<file path="src/rtl/spi_txn_arbiter.sv">
`timescale 1ns/1ps
// -----------------------------------------------------------------------------
// spi_txn_arbiter
//
// Shares one single-CS SPI byte engine between NUM_REQ requesters. A winner
// is chosen round-robin, its 32-bit frame is latched and sent LSB byte first,
// one byte per engine ready edge. The MISO bytes are collected and returned
// with a one-cycle done pulse to the owner. GAP_CLKS idle cycles follow each
// transaction. The frame buffer is 32 bits, so BYTES_PER_TXN may be 1..4.
//
// Optional feature (macro SPI_TIMEOUT_EN): a per-byte watchdog of
// TIMEOUT_CLKS clocks in WAIT_RDY. On expiry the transaction finishes with
// o_err high and o_rd_data holding whatever was captured. Without the macro
// o_err is constant 0 and WAIT_RDY waits indefinitely.
//
// Ports:
//   clk40M          40 MHz system clock
//   nRst            asynchronous active-low reset
//   i_req           level request per requester
//   i_frame         requester k frame at [32k+31:32k], byte0 = [7:0]
//   o_grant         one-hot owner of the engine
//   o_done          one-cycle completion pulse to the owner
//   o_rd_data       captured MISO bytes, byte0 in [7:0], held between dones
//   o_err           high with o_done when the transaction timed out
//   o_busy          high whenever the FSM is not IDLE
//   o_spi_tx_byte   to engine i_TX_Byte
//   o_spi_tx_dv     to engine i_TX_DV
//   i_spi_tx_ready  from engine o_TX_Ready
//   i_spi_rx_dv     from engine o_RX_DV
//   i_spi_rx_byte   from engine o_RX_Byte
// -----------------------------------------------------------------------------
module spi_txn_arbiter #(
   parameter int NUM_REQ       = 3,
   parameter int BYTES_PER_TXN = 4,
   parameter int GAP_CLKS      = 4,
   parameter int TIMEOUT_CLKS  = 4096
) (
   input  logic                   clk40M,
   input  logic                   nRst,
   input  logic [NUM_REQ-1:0]     i_req,
   input  logic [NUM_REQ*32-1:0]  i_frame,
   output logic [NUM_REQ-1:0]     o_grant,
   output logic [NUM_REQ-1:0]     o_done,
   output logic [31:0]            o_rd_data,
   output logic                   o_err,
   output logic                   o_busy,
   output logic [7:0]             o_spi_tx_byte,
   output logic                   o_spi_tx_dv,
   input  logic                   i_spi_tx_ready,
   input  logic                   i_spi_rx_dv,
   input  logic [7:0]             i_spi_rx_byte
);

   localparam int PW   = (NUM_REQ > 1) ? $clog2(NUM_REQ) : 1;
   localparam int CMAX = (GAP_CLKS > TIMEOUT_CLKS) ? GAP_CLKS : TIMEOUT_CLKS;
   localparam int CW   = $clog2(CMAX + 1);

   localparam logic [2:0] S_IDLE   = 3'd0;
   localparam logic [2:0] S_GRANT  = 3'd1;
   localparam logic [2:0] S_SEND   = 3'd2;
   localparam logic [2:0] S_WAIT   = 3'd3;
   localparam logic [2:0] S_FINISH = 3'd4;
   localparam logic [2:0] S_GAP    = 3'd5;

   localparam logic [1:0] LAST_IDX = 2'(BYTES_PER_TXN - 1);

   logic [2:0]         state_q, state_d;
   logic [NUM_REQ-1:0] grant_q, grant_d;
   logic [PW-1:0]      owner_q, owner_d;
   logic [PW-1:0]      ptr_q, ptr_d;
   logic [1:0]         idx_q, idx_d;
   logic [1:0]         rx_idx_q, rx_idx_d;
   logic [31:0]        tx_buf_q, tx_buf_d;
   logic [31:0]        rx_buf_q, rx_buf_d;
   logic [31:0]        rd_q, rd_d;
   logic [CW-1:0]      cnt_q, cnt_d;
   logic               rdy_prev_q;
`ifdef SPI_TIMEOUT_EN
   logic               err_q, err_d;
`endif

   logic [31:0]        frames [NUM_REQ];
   logic               win_vld;
   logic [PW-1:0]      win_idx;
   logic [PW-1:0]      cand;
   int                 cand_n;
   logic               rdy_rise;

   for (genvar g = 0; g < NUM_REQ; g++) begin : g_frame
      assign frames[g] = i_frame[32*g +: 32];
   end

   // Only a low-to-high transition of ready completes a byte; a ready that
   // is simply high (engine idle) must not be mistaken for completion.
   assign rdy_rise = i_spi_tx_ready & ~rdy_prev_q;

   // Round-robin: first requester at or after the pointer, wrapping.
   always_comb begin
      win_vld = 1'b0;
      win_idx = '0;
      cand_n  = 0;
      cand    = '0;
      for (int i = 0; i < NUM_REQ; i++) begin
         cand_n = int'(ptr_q) + i;
         if (cand_n >= NUM_REQ) cand_n = cand_n - NUM_REQ;
         cand = PW'(cand_n);
         if (!win_vld && i_req[cand]) begin
            win_vld = 1'b1;
            win_idx = cand;
         end
      end
   end

   always_comb begin
      state_d  = state_q;
      grant_d  = grant_q;
      owner_d  = owner_q;
      ptr_d    = ptr_q;
      idx_d    = idx_q;
      tx_buf_d = tx_buf_q;
      rd_d     = rd_q;
      cnt_d    = cnt_q;
`ifdef SPI_TIMEOUT_EN
      err_d    = err_q;
`endif
      case (state_q)
         S_IDLE: begin
            if (win_vld) begin
               grant_d          = '0;
               grant_d[win_idx] = 1'b1;
               owner_d          = win_idx;
               tx_buf_d         = frames[win_idx];
               state_d          = S_GRANT;
            end
         end
         S_GRANT: begin
            idx_d   = '0;
`ifdef SPI_TIMEOUT_EN
            err_d   = 1'b0;
`endif
            state_d = S_SEND;
         end
         S_SEND: begin
            cnt_d   = '0;
            state_d = S_WAIT;
         end
         S_WAIT: begin
            if (rdy_rise) begin
               if (idx_q == LAST_IDX) begin
                  state_d = S_FINISH;
               end else begin
                  idx_d   = idx_q + 2'd1;
                  state_d = S_SEND;
               end
            end
`ifdef SPI_TIMEOUT_EN
            else if (cnt_q == CW'(TIMEOUT_CLKS - 1)) begin
               err_d   = 1'b1;
               state_d = S_FINISH;
            end else begin
               cnt_d = cnt_q + 1'b1;
            end
`endif
         end
         S_FINISH: begin
            rd_d    = rx_buf_q;
            grant_d = '0;
            ptr_d   = (owner_q == PW'(NUM_REQ - 1)) ? '0 : owner_q + 1'b1;
            cnt_d   = '0;
            state_d = S_GAP;
         end
         S_GAP: begin
            if (cnt_q == CW'(GAP_CLKS - 1)) state_d = S_IDLE;
            else                            cnt_d   = cnt_q + 1'b1;
         end
         default: state_d = S_IDLE;
      endcase
   end

   // MISO capture runs in every state; the index restarts for each grant.
   always_comb begin
      rx_buf_d = rx_buf_q;
      rx_idx_d = rx_idx_q;
      if (state_q == S_GRANT) begin
         rx_idx_d = '0;
      end else if (i_spi_rx_dv) begin
         rx_buf_d[8*rx_idx_q +: 8] = i_spi_rx_byte;
         rx_idx_d                  = rx_idx_q + 2'd1;
      end
   end

   always_ff @(posedge clk40M or negedge nRst) begin
      if (!nRst) begin
         state_q    <= S_IDLE;
         grant_q    <= '0;
         owner_q    <= '0;
         ptr_q      <= '0;
         idx_q      <= '0;
         rx_idx_q   <= '0;
         tx_buf_q   <= '0;
         rx_buf_q   <= '0;
         rd_q       <= '0;
         cnt_q      <= '0;
         rdy_prev_q <= 1'b0;
`ifdef SPI_TIMEOUT_EN
         err_q      <= 1'b0;
`endif
      end else begin
         state_q    <= state_d;
         grant_q    <= grant_d;
         owner_q    <= owner_d;
         ptr_q      <= ptr_d;
         idx_q      <= idx_d;
         rx_idx_q   <= rx_idx_d;
         tx_buf_q   <= tx_buf_d;
         rx_buf_q   <= rx_buf_d;
         rd_q       <= rd_d;
         cnt_q      <= cnt_d;
         rdy_prev_q <= i_spi_tx_ready;
`ifdef SPI_TIMEOUT_EN
         err_q      <= err_d;
`endif
      end
   end

   assign o_grant       = grant_q;
   assign o_done        = (state_q == S_FINISH) ? grant_q : '0;
   // In the done cycle the live buffer is shown so the last byte, captured
   // on the same edge that entered FINISH, is already visible.
   assign o_rd_data     = (state_q == S_FINISH) ? rx_buf_q : rd_q;
   assign o_busy        = (state_q != S_IDLE);
   assign o_spi_tx_dv   = (state_q == S_SEND);
   assign o_spi_tx_byte = o_spi_tx_dv ? tx_buf_q[8*idx_q +: 8] : 8'h00;
`ifdef SPI_TIMEOUT_EN
   assign o_err         = (state_q == S_FINISH) & err_q;
`else
   assign o_err         = 1'b0;
`endif

endmodule

</file>
<file path="config.mk">
export PLATFORM = sky130hd
export DESIGN_NAME = spi_txn_arbiter
export DESIGN_NICKNAME = d
export VERILOG_FILES = /design/src/rtl/spi_txn_arbiter.sv
export SDC_FILE = /design/constraint.sdc
export NUM_CORES = 1
export LEC_CHECK = 0
export ABC_AREA = 1
export CAP_MARGIN = 25
export CORE_MARGIN = 2
export CORE_UTILIZATION = 51
export DETAILED_ROUTE_END_ITERATION = 6
export HOLD_SLACK_MARGIN = 0.02
export MAX_ROUTING_LAYER = met4
export PLACE_DENSITY_LB_ADDON = 0.1
export SYNTH_ARGS = -nofsm -noshare
export SYNTH_HDL_FRONTEND = slang
export SYNTH_SLANG_ARGS = --single-unit
</file>
<file path="constraint.sdc">
create_clock -name clk40M -period 2.7 [get_ports clk40M]
set_clock_uncertainty 0.1 [all_clocks]
set_input_delay 0.405 -clock clk40M [delete_from_list [all_inputs] [get_ports clk40M]]
set_output_delay 0.405 -clock clk40M [all_outputs]
set_load 0.005 [all_outputs]
</file>
==> impl_table.tex <==
\begin{tabular}{lr}
\hline
Metric & Value \\
\hline
\multicolumn{2}{l}{\textbf{Synth}} \\
\quad \#FFs+latches synth & 124 \\
\quad Synthesized Nets & 991 \\
\quad Top area cells in the synthesized netlist & dfrtp\_1, nand2\_1, inv\_1, o21ai\_0, nand3\_2 \\
\quad Mean instance size in the synthesized netlist & 7.89 um2 \\
\quad Unique cell type count in the Yosys netlist & 35 \\
\quad Post-Synthesis Cells & 869 \\
\quad Top-area cell type share of the netlist area & 0.452 \\
\quad Synth Warn \# & 0 \\
\quad Synthesized area & 6860 um2 \\
\quad Register area share after synthesis & 0.452 \\
\quad Leading area contributor after synthesis & dfrtp\_1 \\
\multicolumn{2}{l}{\textbf{Floorplanning}} \\
\quad Die outline height & 120 um \\
\quad Total I/O pin count & 160 \\
\quad Initial standard-cell utilization of the core & 0.520 \\
\quad Die width & 120 um \\
\quad Die Area & 14400 um2 \\
\quad Row count & 42 \\
\quad Floorplan Core Area & 13200 um2 \\
\multicolumn{2}{l}{\textbf{Cells and area}} \\
\quad Layout fillers & 1057 \\
\quad Final Non-Filler Cells & 1230 \\
\quad Commonest non-fill, non-tap cell in the layout & nand2\_1 \\
\quad Number of inserted diodes & 0 \\
\quad Area growth syn-to-layout & 37.7\% \\
\quad Top library cells by usage in the layout, fill and taps aside & nand2\_1, clkdlybuf4s50\_1, inv\_1, dfrtp\_1, nand3\_1 \\
\quad Nets@finish & 1164 \\
\quad Fraction of layout instances using a drive strength above 1 & 0.143 \\
\quad Final standard cell utilization of the core & 0.716 \\
\multicolumn{2}{l}{\textbf{Timing}} \\
\quad Aggregate negative setup slack & 0 ps \\
\quad Slew at the pin with the worst max-slew slack & 550 ps \\
\quad Part of the cycle the worst path needs & 0.965 \\
\quad Number of endpoints failing setup at the final stage & 0 \\
\quad Hold violation total from the final report & 0 \\
\quad Highest attainable clock frequency & 384 MHz \\
\quad Clock period minus final worst setup slack & 2610 ps \\
\quad Slew margin rel. & 0.632 \\
\quad Max-slew violations & 0 \\
\multicolumn{2}{l}{\textbf{Outcome}} \\
\quad Status & completed \\
\multicolumn{2}{l}{\textbf{Power and ir drop}} \\
\quad Power Dens Cells & 923 nW/um2 \\
\quad Total net switching power & 3.27 mW \\
\quad Part of the total power dissipated in combinational logic & 0.401 \\
\quad Clock network fraction of total power & 0.284 \\
\quad Internal power & 5.45 mW \\
\quad Fraction of power consumed by sequential logic & 0.315 \\
\quad Leakage dissipation & 4.56 nW \\
\quad Share of total power consumed by net switching & 0.375 \\
\quad Worst voltage drop across the vdd grid & 0.542 mV \\
\multicolumn{2}{l}{\textbf{Setup path}} \\
\quad Data required time of the worst path & 2190 ps \\
\quad Worst Path Max Fanout & 32 \\
\quad CP bufs+invs & 5 \\
\quad Kind of cell adding the most delay to the critical path & buffers and inverters \\
\quad Data arrival time of the worst path & 2100 ps \\
\quad Start-to-end type of the worst setup path & flop to output port \\
\quad Cells along the critical path & nor2\_2, inv\_1, nor2\_4, inv\_4, buf\_12, buf\_16, nand2\_1, o21ai\_2, clkdlybuf4s50\_1 \\
\quad Sort of element at the end of the critical path & output port \\
\quad Cell at the slowest stage of the critical path & clkdlybuf4s50\_1 \\
\quad Launching element type of the critical path & flop \\
\quad Largest stage delay on the critical path & 450 ps \\
\multicolumn{2}{l}{\textbf{Placement}} \\
\quad Sum of net half-perimeters after detailed placement & 12.1 mm \\
\quad Port Buf Inserts & 158 \\
\quad Cell count after placement & 1187 \\
\quad Weighted congestion at the end of routability-driven global placement & 0.867 \\
\multicolumn{2}{l}{\textbf{Detailed routing}} \\
\quad Wire length per cell after detailed routing & 14.3 um \\
\quad DRC viols & 0 \\
\quad Highest metal used & met4 \\
\quad Number of vias per cell & 5.06 \\
\quad Initial drt markers & 444 \\
\quad Detail Route met2 WL & 8.51 mm \\
\quad Wire length reported by the detailed router & 17.6 mm \\
\quad Vias & 6218 \\
\quad First-pass iteration count of the detailed router & 5 \\
\quad Routed Antenna Nets & 0 \\
\quad Total length of routed met3 wires & 1.03 mm \\
\quad Routed metal-1 wire length & 7.94 mm \\
\multicolumn{2}{l}{\textbf{CTS}} \\
\quad Worst-skew pair later-pin latency & 410 ps \\
\quad Clock-pin slew on the worst setup and hold paths & 60 ps \\
\quad CTS Sinks & 124 \\
\quad Number of buffers inserted during clock tree synthesis & 17 \\
\quad Htree depth & 4 \\
\quad CTS tree & done \\
\quad Library cell used as clock root buffer & clkbuf\_16 \\
\quad Number of buffers on the longest clock path & 2 \\
\multicolumn{2}{l}{\textbf{Global route}} \\
\quad Total Routing Usage GR & 0.264 \\
\quad Vias in the first global route & 6031 \\
\quad Remaining global-route overflow & 0 \\
\quad Maximum number of pins on one net before global-route repair & 44 \\
\quad Global-route wire length before repair & 29.2 mm \\
\quad Antenna violations before repair & 0 \\
\multicolumn{2}{l}{\textbf{Run}} \\
\quad Number of maximum-capacitance violations & 0 \\
\multicolumn{2}{l}{\textbf{Min path}} \\
\quad Class of the tightest hold or removal check & input port to async pin \\
\hline
\end{tabular}
[metal layers]
layer  GRT usage  vias to the layer above
li1            -                     3100
met1       0.342                     2898
met2       0.420                      202
met3      0.0589                       18
met4      0.0750                        0
met5           -                        -
[area by class of cell]
type	count	area (um2)	area share
multi-input cells	553	2970	0.314
inverters	157	602	0.0637
clock buffers	17	425	0.0450
repair buffers	189	1910	0.202
well taps	176	220	0.0233
clock inverters	14	216	0.0229
flip-flops and latches	124	3100	0.329
[worst reg2reg max path, stage by stage, from the launching register on]
cell,delay (ps)
dfrtp_1,390
inv_1,80
ha_1,440
inv_2,80
nand2_1,60
nand3_1,60
nand2_1,150
nand2_2,90
nor2_4,90
nand2_2,70
nand2_4,190
inv_6,130
nor2_4,170
buf_12,160
nand2_1,70
nand3_2,70
[what timing repair did]
action                                  4_1_cts  5_1_grt
cloned                                        1        1
endpoints found under the setup margin       43       47
gates resized for setup                      49       16
endpoints found under the hold margin        22        0
buffers inserted                              6        3
hold buffers                                  1        0
pin swaps                                     1        2
[cell usage after synthesis (all sizes together)]
library cell	number
inv	153
xor2	10
nor3b	1
o21ai	97
nor4	3
nor2	68
nand3	114
nor3	11
conb	1
a21oi	32
buf	20
nand4	6
clkinv	4
nand2	185
dfrtp	124
ha	11
o22ai	10
clkbuf	16
o31ai	2
or2	1
[per-stage QoR]
stage	setup slack [ps]	power [mW]	area, um2	hold WS (ps)
after floorplan	637	5.03	6860	9.41
after global placement	192	6.06	8620	243
after detailed placement	146	6.13	8620	242
after CTS	1.83	8.70	9360	346
after global routing	-5.41	9.32	9440	369
final	94.3	8.72	9440	350
[registers in the layout, summed over array words and instances, names as in the netlist]
signal      count
cnt_q          13
state_q         3
rx_idx_q        2
idx_q           2
ptr_q           2
tx_buf_q       32
rx_buf_q       32
rd_q           32
owner_q         2
rdy_prev_q      1
o_grant         3
[power groups by stage]
| stage | registers [mW] | logic [mW] | clock network, mW |
|---|---|---|---|
| 6_report | 2.75 | 3.49 | 2.48 |
| 5_1_grt | 2.81 | 3.91 | 2.60 |
| 4_1_cts | 2.74 | 3.44 | 2.51 |
| 3_5_place_dp | 2.77 | 3.36 | 0 |
| 3_3_place_gp | 2.76 | 3.30 | 0 |
| 2_1_floorplan | 2.67 | 2.36 | 0 |
[cell families after synthesis]
logic type / count (synthesis) / synth area share
simple gates: 389 / 0.285
xor+xnor: 10 / 0.0128
buf+inv: 193 / 0.122
flops: 124 / 0.452
fa+ha+maj: 11 / 0.0201
compound gates: 141 / 0.108
other cells: 1 / 0.000547
[path summary, 6_finish.rpt]
| path | from | end | slack (ps) | cells after the start |
|---|---|---|---|---|
| max reg2reg | ptr_q[0] | tx_buf_q[23] | 260 | 15 |
| max | state_q[1] | o_rd_data[22] | 90 | 9 |
| min reg2reg | owner_q[1] | ptr_q[0] | 360 | 1 |
| min | nRst | tx_buf_q[10] | 350 | 2 |
| max in group asynchronous | nRst | rx_buf_q[22] | 1420 | 3 |
| min in group clk40M | owner_q[1] | ptr_q[0] | 360 | 1 |
Note: power is estimated with default switching activity, not from simulation.
